## src/rtl/mem_access_unit_if.sv

```systemverilog
// Data-side SRAM-like bus between the memory-stage load/store unit and data memory.
// Two-phase handshake: addr_ok accepts the request, data_ok completes it.
interface mem_access_unit_if #(
    parameter int AW = 32,
    parameter int DW = 32
);
    logic          data_req;
    logic          data_wr;
    logic [1:0]    data_size;
    logic [AW-1:0] data_addr;
    logic [3:0]    data_wstrb;
    logic [DW-1:0] data_wdata;
    logic          data_addr_ok;
    logic          data_data_ok;
    logic [DW-1:0] data_rdata;

    modport master (
        output data_req, data_wr, data_size, data_addr, data_wstrb, data_wdata,
        input  data_addr_ok, data_data_ok, data_rdata
    );

    modport slave (
        input  data_req, data_wr, data_size, data_addr, data_wstrb, data_wdata,
        output data_addr_ok, data_data_ok, data_rdata
    );
endinterface

```

## src/rtl/mem_access_unit.sv

```systemverilog
// Memory-stage load/store unit: issues one bus access per M-stage memory op,
// stalls the pipeline until it completes and returns the extended load data.
module mem_access_unit #(
    parameter int AW = 32,
    parameter int DW = 32
) (
    input  logic              clk,
    input  logic              rst,
    input  logic              mem_en,
    input  logic [2:0]        mem_op,
    input  logic [AW-1:0]     addr_i,
    input  logic [DW-1:0]     wdata_i,
    input  logic              flush_i,
    input  logic              pipe_adv,
    output logic              stall_o,
    output logic [DW-1:0]     rdata_o,
    output logic              adel_o,
    output logic              ades_o,
    mem_access_unit_if.master bus
);
    typedef enum logic [2:0] {IDLE, REQ, WAIT, DONE, DRAIN} state_e;

    localparam logic [2:0] OP_LB  = 3'b000;
    localparam logic [2:0] OP_LBU = 3'b001;
    localparam logic [2:0] OP_LH  = 3'b010;
    localparam logic [2:0] OP_LHU = 3'b011;
    localparam logic [2:0] OP_LW  = 3'b100;
    localparam logic [2:0] OP_SB  = 3'b101;
    localparam logic [2:0] OP_SH  = 3'b110;
    localparam logic [2:0] OP_SW  = 3'b111;

    state_e        state_q, state_d;
    logic          cancel_q, cancel_d;
    logic [2:0]    op_q, op_d;
    logic [AW-1:0] addr_q, addr_d;
    logic [DW-1:0] wdata_q, wdata_d;
    logic [DW-1:0] rdata_q, rdata_d;

    logic          isHalf, isWord, isStore, mis, go;
    logic          qStore;
    logic [DW-1:0] byteSh, halfSh, loadExt;

    always_comb begin
        isHalf  = (mem_op == OP_LH) || (mem_op == OP_LHU) || (mem_op == OP_SH);
        isWord  = (mem_op == OP_LW) || (mem_op == OP_SW);
        isStore = (mem_op == OP_SB) || (mem_op == OP_SH) || (mem_op == OP_SW);
        mis     = (isHalf && addr_i[0]) || (isWord && (addr_i[1:0] != 2'b00));
        go      = mem_en && !mis && !flush_i;
        adel_o  = mem_en && mis && !isStore;
        ades_o  = mem_en && mis && isStore;
    end

    // Bus fields come only from the registered copies so they stay stable while req waits.
    always_comb begin
        qStore          = (op_q == OP_SB) || (op_q == OP_SH) || (op_q == OP_SW);
        bus.data_req    = (state_q == REQ);
        bus.data_wr     = qStore;
        bus.data_addr   = addr_q;
        bus.data_size   = 2'd2;
        bus.data_wstrb  = 4'b0000;
        bus.data_wdata  = wdata_q;
        case (op_q)
            OP_LB, OP_LBU: bus.data_size = 2'd0;
            OP_LH, OP_LHU: bus.data_size = 2'd1;
            OP_SB: begin
                bus.data_size  = 2'd0;
                bus.data_wstrb = 4'b0001 << addr_q[1:0];
                bus.data_wdata = {(DW/8){wdata_q[7:0]}};
            end
            OP_SH: begin
                bus.data_size  = 2'd1;
                bus.data_wstrb = addr_q[1] ? 4'b1100 : 4'b0011;
                bus.data_wdata = {(DW/16){wdata_q[15:0]}};
            end
            OP_SW: bus.data_wstrb = 4'b1111;
            default: ;
        endcase
    end

    always_comb begin
        byteSh  = bus.data_rdata >> {addr_q[1:0], 3'b000};
        halfSh  = bus.data_rdata >> {addr_q[1], 4'b0000};
        loadExt = bus.data_rdata;
        case (op_q)
            OP_LB:   loadExt = {{(DW-8){byteSh[7]}}, byteSh[7:0]};
            OP_LBU:  loadExt = {{(DW-8){1'b0}}, byteSh[7:0]};
            OP_LH:   loadExt = {{(DW-16){halfSh[15]}}, halfSh[15:0]};
            OP_LHU:  loadExt = {{(DW-16){1'b0}}, halfSh[15:0]};
            default: ;
        endcase
    end

    // A flushed request cannot be withdrawn, so it is remembered in cancel_q and drained.
    always_comb begin
        state_d  = state_q;
        cancel_d = cancel_q;
        op_d     = op_q;
        addr_d   = addr_q;
        wdata_d  = wdata_q;
        rdata_d  = rdata_q;
        stall_o  = 1'b0;
        case (state_q)
            IDLE: begin
                stall_o  = go;
                cancel_d = 1'b0;
                if (go) begin
                    op_d    = mem_op;
                    addr_d  = addr_i;
                    wdata_d = wdata_i;
                    state_d = REQ;
                end
            end
            REQ: begin
                stall_o = 1'b1;
                if (flush_i) cancel_d = 1'b1;
                if (bus.data_addr_ok) begin
                    state_d  = (cancel_q || flush_i) ? DRAIN : WAIT;
                    cancel_d = 1'b0;
                end
            end
            WAIT: begin
                stall_o = 1'b1;
                if (flush_i) begin
                    state_d = bus.data_data_ok ? IDLE : DRAIN;
                end else if (bus.data_data_ok) begin
                    if (!qStore) rdata_d = loadExt;
                    state_d = DONE;
                end
            end
            DONE: begin
                if (flush_i || pipe_adv) state_d = IDLE;
            end
            DRAIN: begin
                stall_o = mem_en;
                if (bus.data_data_ok) state_d = IDLE;
            end
            default: state_d = IDLE;
        endcase
    end

    always_ff @(posedge clk or posedge rst) begin
        if (rst) begin
            state_q  <= IDLE;
            cancel_q <= 1'b0;
            op_q     <= 3'b000;
            addr_q   <= '0;
            wdata_q  <= '0;
            rdata_q  <= '0;
        end else begin
            state_q  <= state_d;
            cancel_q <= cancel_d;
            op_q     <= op_d;
            addr_q   <= addr_d;
            wdata_q  <= wdata_d;
            rdata_q  <= rdata_d;
        end
    end

    assign rdata_o = rdata_q;
endmodule

```

## src/flat_wrapper.sv

```systemverilog
// flat-port wrapper written by rule: the top's interface ports become plain ports
module mem_access_unit_flat 
#(
    parameter int AW = 32,
    parameter int DW = 32
)
  (clk, rst, mem_en, mem_op, addr_i, wdata_i, flush_i, pipe_adv, stall_o, rdata_o, adel_o, ades_o, bus_data_req, bus_data_wr, bus_data_size, bus_data_addr, bus_data_wstrb, bus_data_wdata, bus_data_addr_ok, bus_data_data_ok, bus_data_rdata);
  mem_access_unit_if #(.AW(AW), .DW(DW)) bus_i ();
  input  logic clk;
  input  logic rst;
  input  logic mem_en;
  input  logic [2:0] mem_op;
  input  logic [AW-1:0] addr_i;
  input  logic [DW-1:0] wdata_i;
  input  logic flush_i;
  input  logic pipe_adv;
  output logic stall_o;
  output logic [DW-1:0] rdata_o;
  output logic adel_o;
  output logic ades_o;
  output wire logic [$bits(bus_i.data_req)-1:0] bus_data_req;
  output wire logic [$bits(bus_i.data_wr)-1:0] bus_data_wr;
  output wire logic [$bits(bus_i.data_size)-1:0] bus_data_size;
  output wire logic [$bits(bus_i.data_addr)-1:0] bus_data_addr;
  output wire logic [$bits(bus_i.data_wstrb)-1:0] bus_data_wstrb;
  output wire logic [$bits(bus_i.data_wdata)-1:0] bus_data_wdata;
  input wire logic [$bits(bus_i.data_addr_ok)-1:0] bus_data_addr_ok;
  input wire logic [$bits(bus_i.data_data_ok)-1:0] bus_data_data_ok;
  input wire logic [$bits(bus_i.data_rdata)-1:0] bus_data_rdata;
  assign bus_data_req = bus_i.data_req;
  assign bus_data_wr = bus_i.data_wr;
  assign bus_data_size = bus_i.data_size;
  assign bus_data_addr = bus_i.data_addr;
  assign bus_data_wstrb = bus_i.data_wstrb;
  assign bus_data_wdata = bus_i.data_wdata;
  assign bus_i.data_addr_ok = bus_data_addr_ok;
  assign bus_i.data_data_ok = bus_data_data_ok;
  assign bus_i.data_rdata = bus_data_rdata;
  mem_access_unit #(.AW(AW), .DW(DW)) u_core (.clk(clk), .rst(rst), .mem_en(mem_en), .mem_op(mem_op), .addr_i(addr_i), .wdata_i(wdata_i), .flush_i(flush_i), .pipe_adv(pipe_adv), .stall_o(stall_o), .rdata_o(rdata_o), .adel_o(adel_o), .ades_o(ades_o), .bus(bus_i));
endmodule
```

## config.mk

```make
export PLATFORM = sky130hd
export DESIGN_NAME = mem_access_unit_flat
export DESIGN_NICKNAME = d
export VERILOG_FILES = /design/src/rtl/mem_access_unit_if.sv /design/src/rtl/mem_access_unit.sv /design/src/flat_wrapper.sv
export SDC_FILE = /design/constraint.sdc
export NUM_CORES = 1
export LEC_CHECK = 0
export ABC_AREA = 1
export CAP_MARGIN = 10
export CELL_PAD_IN_SITES_DETAIL_PLACEMENT = 2
export CELL_PAD_IN_SITES_GLOBAL_PLACEMENT = 2
export CORE_ASPECT_RATIO = 0.7
export CORE_MARGIN = 8
export CORE_UTILIZATION = 26
export CTS_BUF_LIST = sky130_fd_sc_hd__clkbuf_8 sky130_fd_sc_hd__clkbuf_16
export CTS_CLUSTER_SIZE = 12
export DETAILED_ROUTE_END_ITERATION = 8
export GPL_TIMING_DRIVEN = 0
export PLACE_DENSITY_LB_ADDON = 0.1
export SETUP_SLACK_MARGIN = 0.5
export SYNTH_ARGS = -nofsm -noshare
export SYNTH_HDL_FRONTEND = slang
export SYNTH_SLANG_ARGS = --single-unit
```

## constraint.sdc

```tcl
create_clock -name clk -period 6.07 [get_ports clk]
set_clock_uncertainty 0.15 [all_clocks]
set_input_delay 0.607 -clock clk [delete_from_list [all_inputs] [get_ports clk]]
set_output_delay 0.607 -clock clk [all_outputs]
set_load 0.05 [all_outputs]
```

==> impl_summary.log <==
INFO  metric worst_slew_pin_slew = 0.711 ns
INFO  metric clkLatencyLatePin = 0.36 ns
INFO  metric timing.final.crit_share = 0.594
INFO  metric start_util = 0.265
INFO  metric crit_chain = inv_1, nand3_2, nand2_2, buf_2, o21ai_0, clkdlybuf4s50_1
INFO  metric synth_seq_cells = 103
INFO  metric synth.avg_cell_area = 7.66 sq um
INFO  metric synth_area_leaders = dfrtp_1 47%, nand2_1 15%, inv_1 6.1%
INFO  metric critical_path_arrival = 2.85 ns
INFO  metric final_common_cell = nand2_1
INFO  metric worst_ir_drop_vdd = 0.258 mV
INFO  metric post_cts.resized_instances = 0
INFO  metric layout.cells.non_filler = 1220
INFO  metric average_wire_per_cell_in_the_routed_design = 18.9 um
INFO  metric worst_hold_slack = 0.346 ns
INFO  metric routed_via_density = 4.53
INFO  metric path_buf_inv = 3
INFO  metric p_comb_frac = 0.681
INFO  metric synth_cell_type_count = 33
INFO  metric synthFlopType = dfrtp_1
INFO  metric rsz0062_at_grt = no
INFO  metric leakagePower = 3.91 nW
INFO  metric cell_count_after_synthesis = 715
INFO  metric die_w = 189 um
INFO  metric cts_tree = built
INFO  metric worst_path_max_delay_cell = clkdlybuf4s50_1
INFO  metric clock-sinks = 103
INFO  metric power.sequential.fraction = 0.216
INFO  metric placement_rows = 44
INFO  metric fp.dieH = 137 um
INFO  metric cts_root_buffer = clkbuf_16
INFO  metric synthesis.area = 0.00548 sq mm
INFO  metric setup_total_neg_slack = 0 ns
INFO  metric cp_data_required_time = 5.31 ns
INFO  metric portBuffers = 212
INFO  metric worstSetupEndpointType = output port
INFO  metric gr-total-overflow = 0
INFO  metric wire_length_of_the_first_global_routing_pass = 36500 um
INFO  metric final.setup.worst_slack = 2.47 ns
INFO  metric filler_cell_count = 2411
INFO  metric sw_frac_of_total = 0.553
INFO  metric most-common-layout-cells = 222 x nand2_1, 212 x clkdlybuf4s50_1, 103 x dfrtp_1
INFO  metric post-route-drc-count = 0
INFO  metric cpLargestDelayFamily = buffers and inverters
INFO  metric globalRouteTotalUtil = 0.180
INFO  metric grt_max_degree = 56
INFO  metric initial_antenna_violation_count = 1
INFO  metric max-cap-violations = 0
INFO  metric place_inst = 1204
INFO  metric synth_largest_area_cell = dfrtp_1
INFO  metric cellPowerDensity = 692 mW/mm^2
INFO  metric worstSetupPathType = register to output port
INFO  metric cts-htree-levels = 3
INFO  metric top_level_port_count = 213
INFO  metric net_load_switching_power = 0.00316 W
INFO  metric vias = 5527
INFO  metric clk_pin_slew_worst_paths = 0.08 ns
INFO  metric core_area = 0.0207 sq mm
INFO  metric detail_route.first_pass.iterations = 4
INFO  metric hold_violations = 0
INFO  metric ys_warn_count = 0
INFO  metric antenna_violating_nets_post_route = 0
INFO  metric postCtsSetupRepairBufs = 0
INFO  metric postCtsHoldBufs = 0
INFO  metric hold_class = register to register
INFO  metric area.growth.synth_to_final = 50.9%
INFO  metric yosys.area.top_type_share = 0.471
INFO  metric drt_wl_total = 23100 um
INFO  metric num_cts_buffers = 9
INFO  metric critPathLaunchType = register
INFO  metric overall_die_area = 0.0260 sq mm
INFO  metric layout-drive-gt1-share = 0.105
INFO  metric final_util = 0.399
INFO  metric ys_seq_area_frac = 0.471
INFO  metric minimum_clock_period = 3.60 ns
INFO  metric slew_hr = 0.526
INFO  metric worstPathMaxFanout = 10
INFO  metric max-clock-path-buffers = 2
INFO  metric vias_in_the_first_global_route = 6372
INFO  metric cell_int_power = 0.00256 W
INFO  metric number_of_flops_mapped_to_enable_cells_by_yosys = 0
INFO  metric hpwl_after_dpl = 18700 um
INFO  metric clockPowerShare = 0.104
INFO  metric placement.setup.worst_slack = 2.46 ns
INFO  metric synth.net_count = 821
INFO  metric worst_path_largest_cell_delay = 0.86 ns
INFO  metric nets = 1045
INFO  metric setup_viol_count_final = 0
INFO  metric outcome = finished clean
INFO  metric timing.final.max_slew_violations = 0
INFO  metric drt_first_iter_violations = 254
INFO  metric gp_congestion = 0.775
INFO  metric asyncSetResetFlopFracSynth = 1.00
INFO  metric antenna_cells = 0
INFO  metric max_freq = 277 MHz
cells by family after synthesis:
logic type,after synthesis,synth area share
AO/OA/AOI/OAI,128,0.137
flip-flops,103,0.471
buffers and inverters,138,0.118
AND/OR/NAND/NOR,346,0.274
worst reg2reg max path, stage by stage (launching register included):
cell     delay (ns)
dfrtp_1        0.47
nor2_4         0.15
nand2_1        0.13
inv_2          0.10
nand3_4        0.16
buf_6          0.21
buf_4          0.18
nand2_1        0.07
o21ai_0        0.11
metrics by stage:
step / cell area [sq um] / total power, W
floorplan: 5480 / 0.00377
global placement: 7940 / 0.00506
detailed placement: 7970 / 0.00518
CTS: 8260 / 0.00581
global route: 8260 / 0.00607
finish: 8260 / 0.00572
synth_stat cells, types with 5 or more instances:
library cell / n
nand3_1: 15
buf_2: 16
buf_6: 7
buf_4: 12
o21a_1: 30
a21oi_1: 12
o21ai_1: 5
inv_2: 8
dfrtp_1: 103
o22ai_1: 13
nand2_2: 6
nor2_2: 21
o21ai_0: 59
nand4_1: 5
inv_1: 89
nand2_1: 222
nor2_1: 59
power by group through the flow:
stage | Sequential (W) | Clock, W | Combinational, W
after floorplan | 0.00196 | 0 | 0.00181
after global placement | 0.00122 | 0 | 0.00384
after detailed placement | 0.00125 | 0 | 0.00393
after CTS | 0.00124 | 0.000625 | 0.00395
after global routing | 0.00128 | 0.000645 | 0.00415
final | 0.00123 | 0.000594 | 0.00389
per-layer routing:
metal	vias to the layer above	wire [um]	track usage
met5	-	9	0
met2	134	10500	0.288
met1	2715	10800	0.234
li1	2661	-	-
met3	15	1540	0.0579
met4	2	231	0.0442
path summary, 6_finish.rpt:
kind	startpoint	endpoint	slack, ns	depth (start not counted)
worst min register to register	u_core.bus.data_addr[8]$_DFFE_PP0P_	u_core.bus.data_addr[8]$_DFFE_PP0P_	0.35	2
worst min-delay path	u_core.bus.data_addr[8]$_DFFE_PP0P_	u_core.bus.data_addr[8]$_DFFE_PP0P_	0.35	2
worst max-delay path	u_core.op_q[0]$_DFFE_PP0P_	bus_data_wdata[12]	2.47	6
min in group asynchronous	rst	u_core.bus.data_addr[15]$_DFFE_PP0P_	0.55	2
max in group asynchronous	rst	u_core.rdata_o[19]$_DFFE_PP0P_	4.47	3
worst max register to register	u_core.state_q[2]$_DFFE_PP0P_	u_core.op_q[2]$_DFFE_PP0P_	4.22	8
flip-flops by register name (all words and copies together) (netlist names):
| signal | count |
|---|---|
| u_core.bus.data_addr | 32 |
| u_core.cancel_q | 1 |
| u_core.op_q | 3 |
| u_core.rdata_o | 32 |
| u_core.state_q | 3 |
| u_core.wdata_q | 32 |
layout make-up:
type / count / area (sq um) / share of cell area
Sequential cell: 103 / 2580 / 0.312
Tap cell: 276 / 345 / 0.0418
Timing Repair Buffer: 213 / 2150 / 0.260
Inverter: 97 / 367 / 0.0444
Multi-Input combinational cell: 474 / 2250 / 0.272
Buffer: 41 / 284 / 0.0344
Clock buffer: 9 / 225 / 0.0273
Clock inverter: 7 / 62.6 / 0.00757
Note: power is estimated with default switching activity, not from simulation.
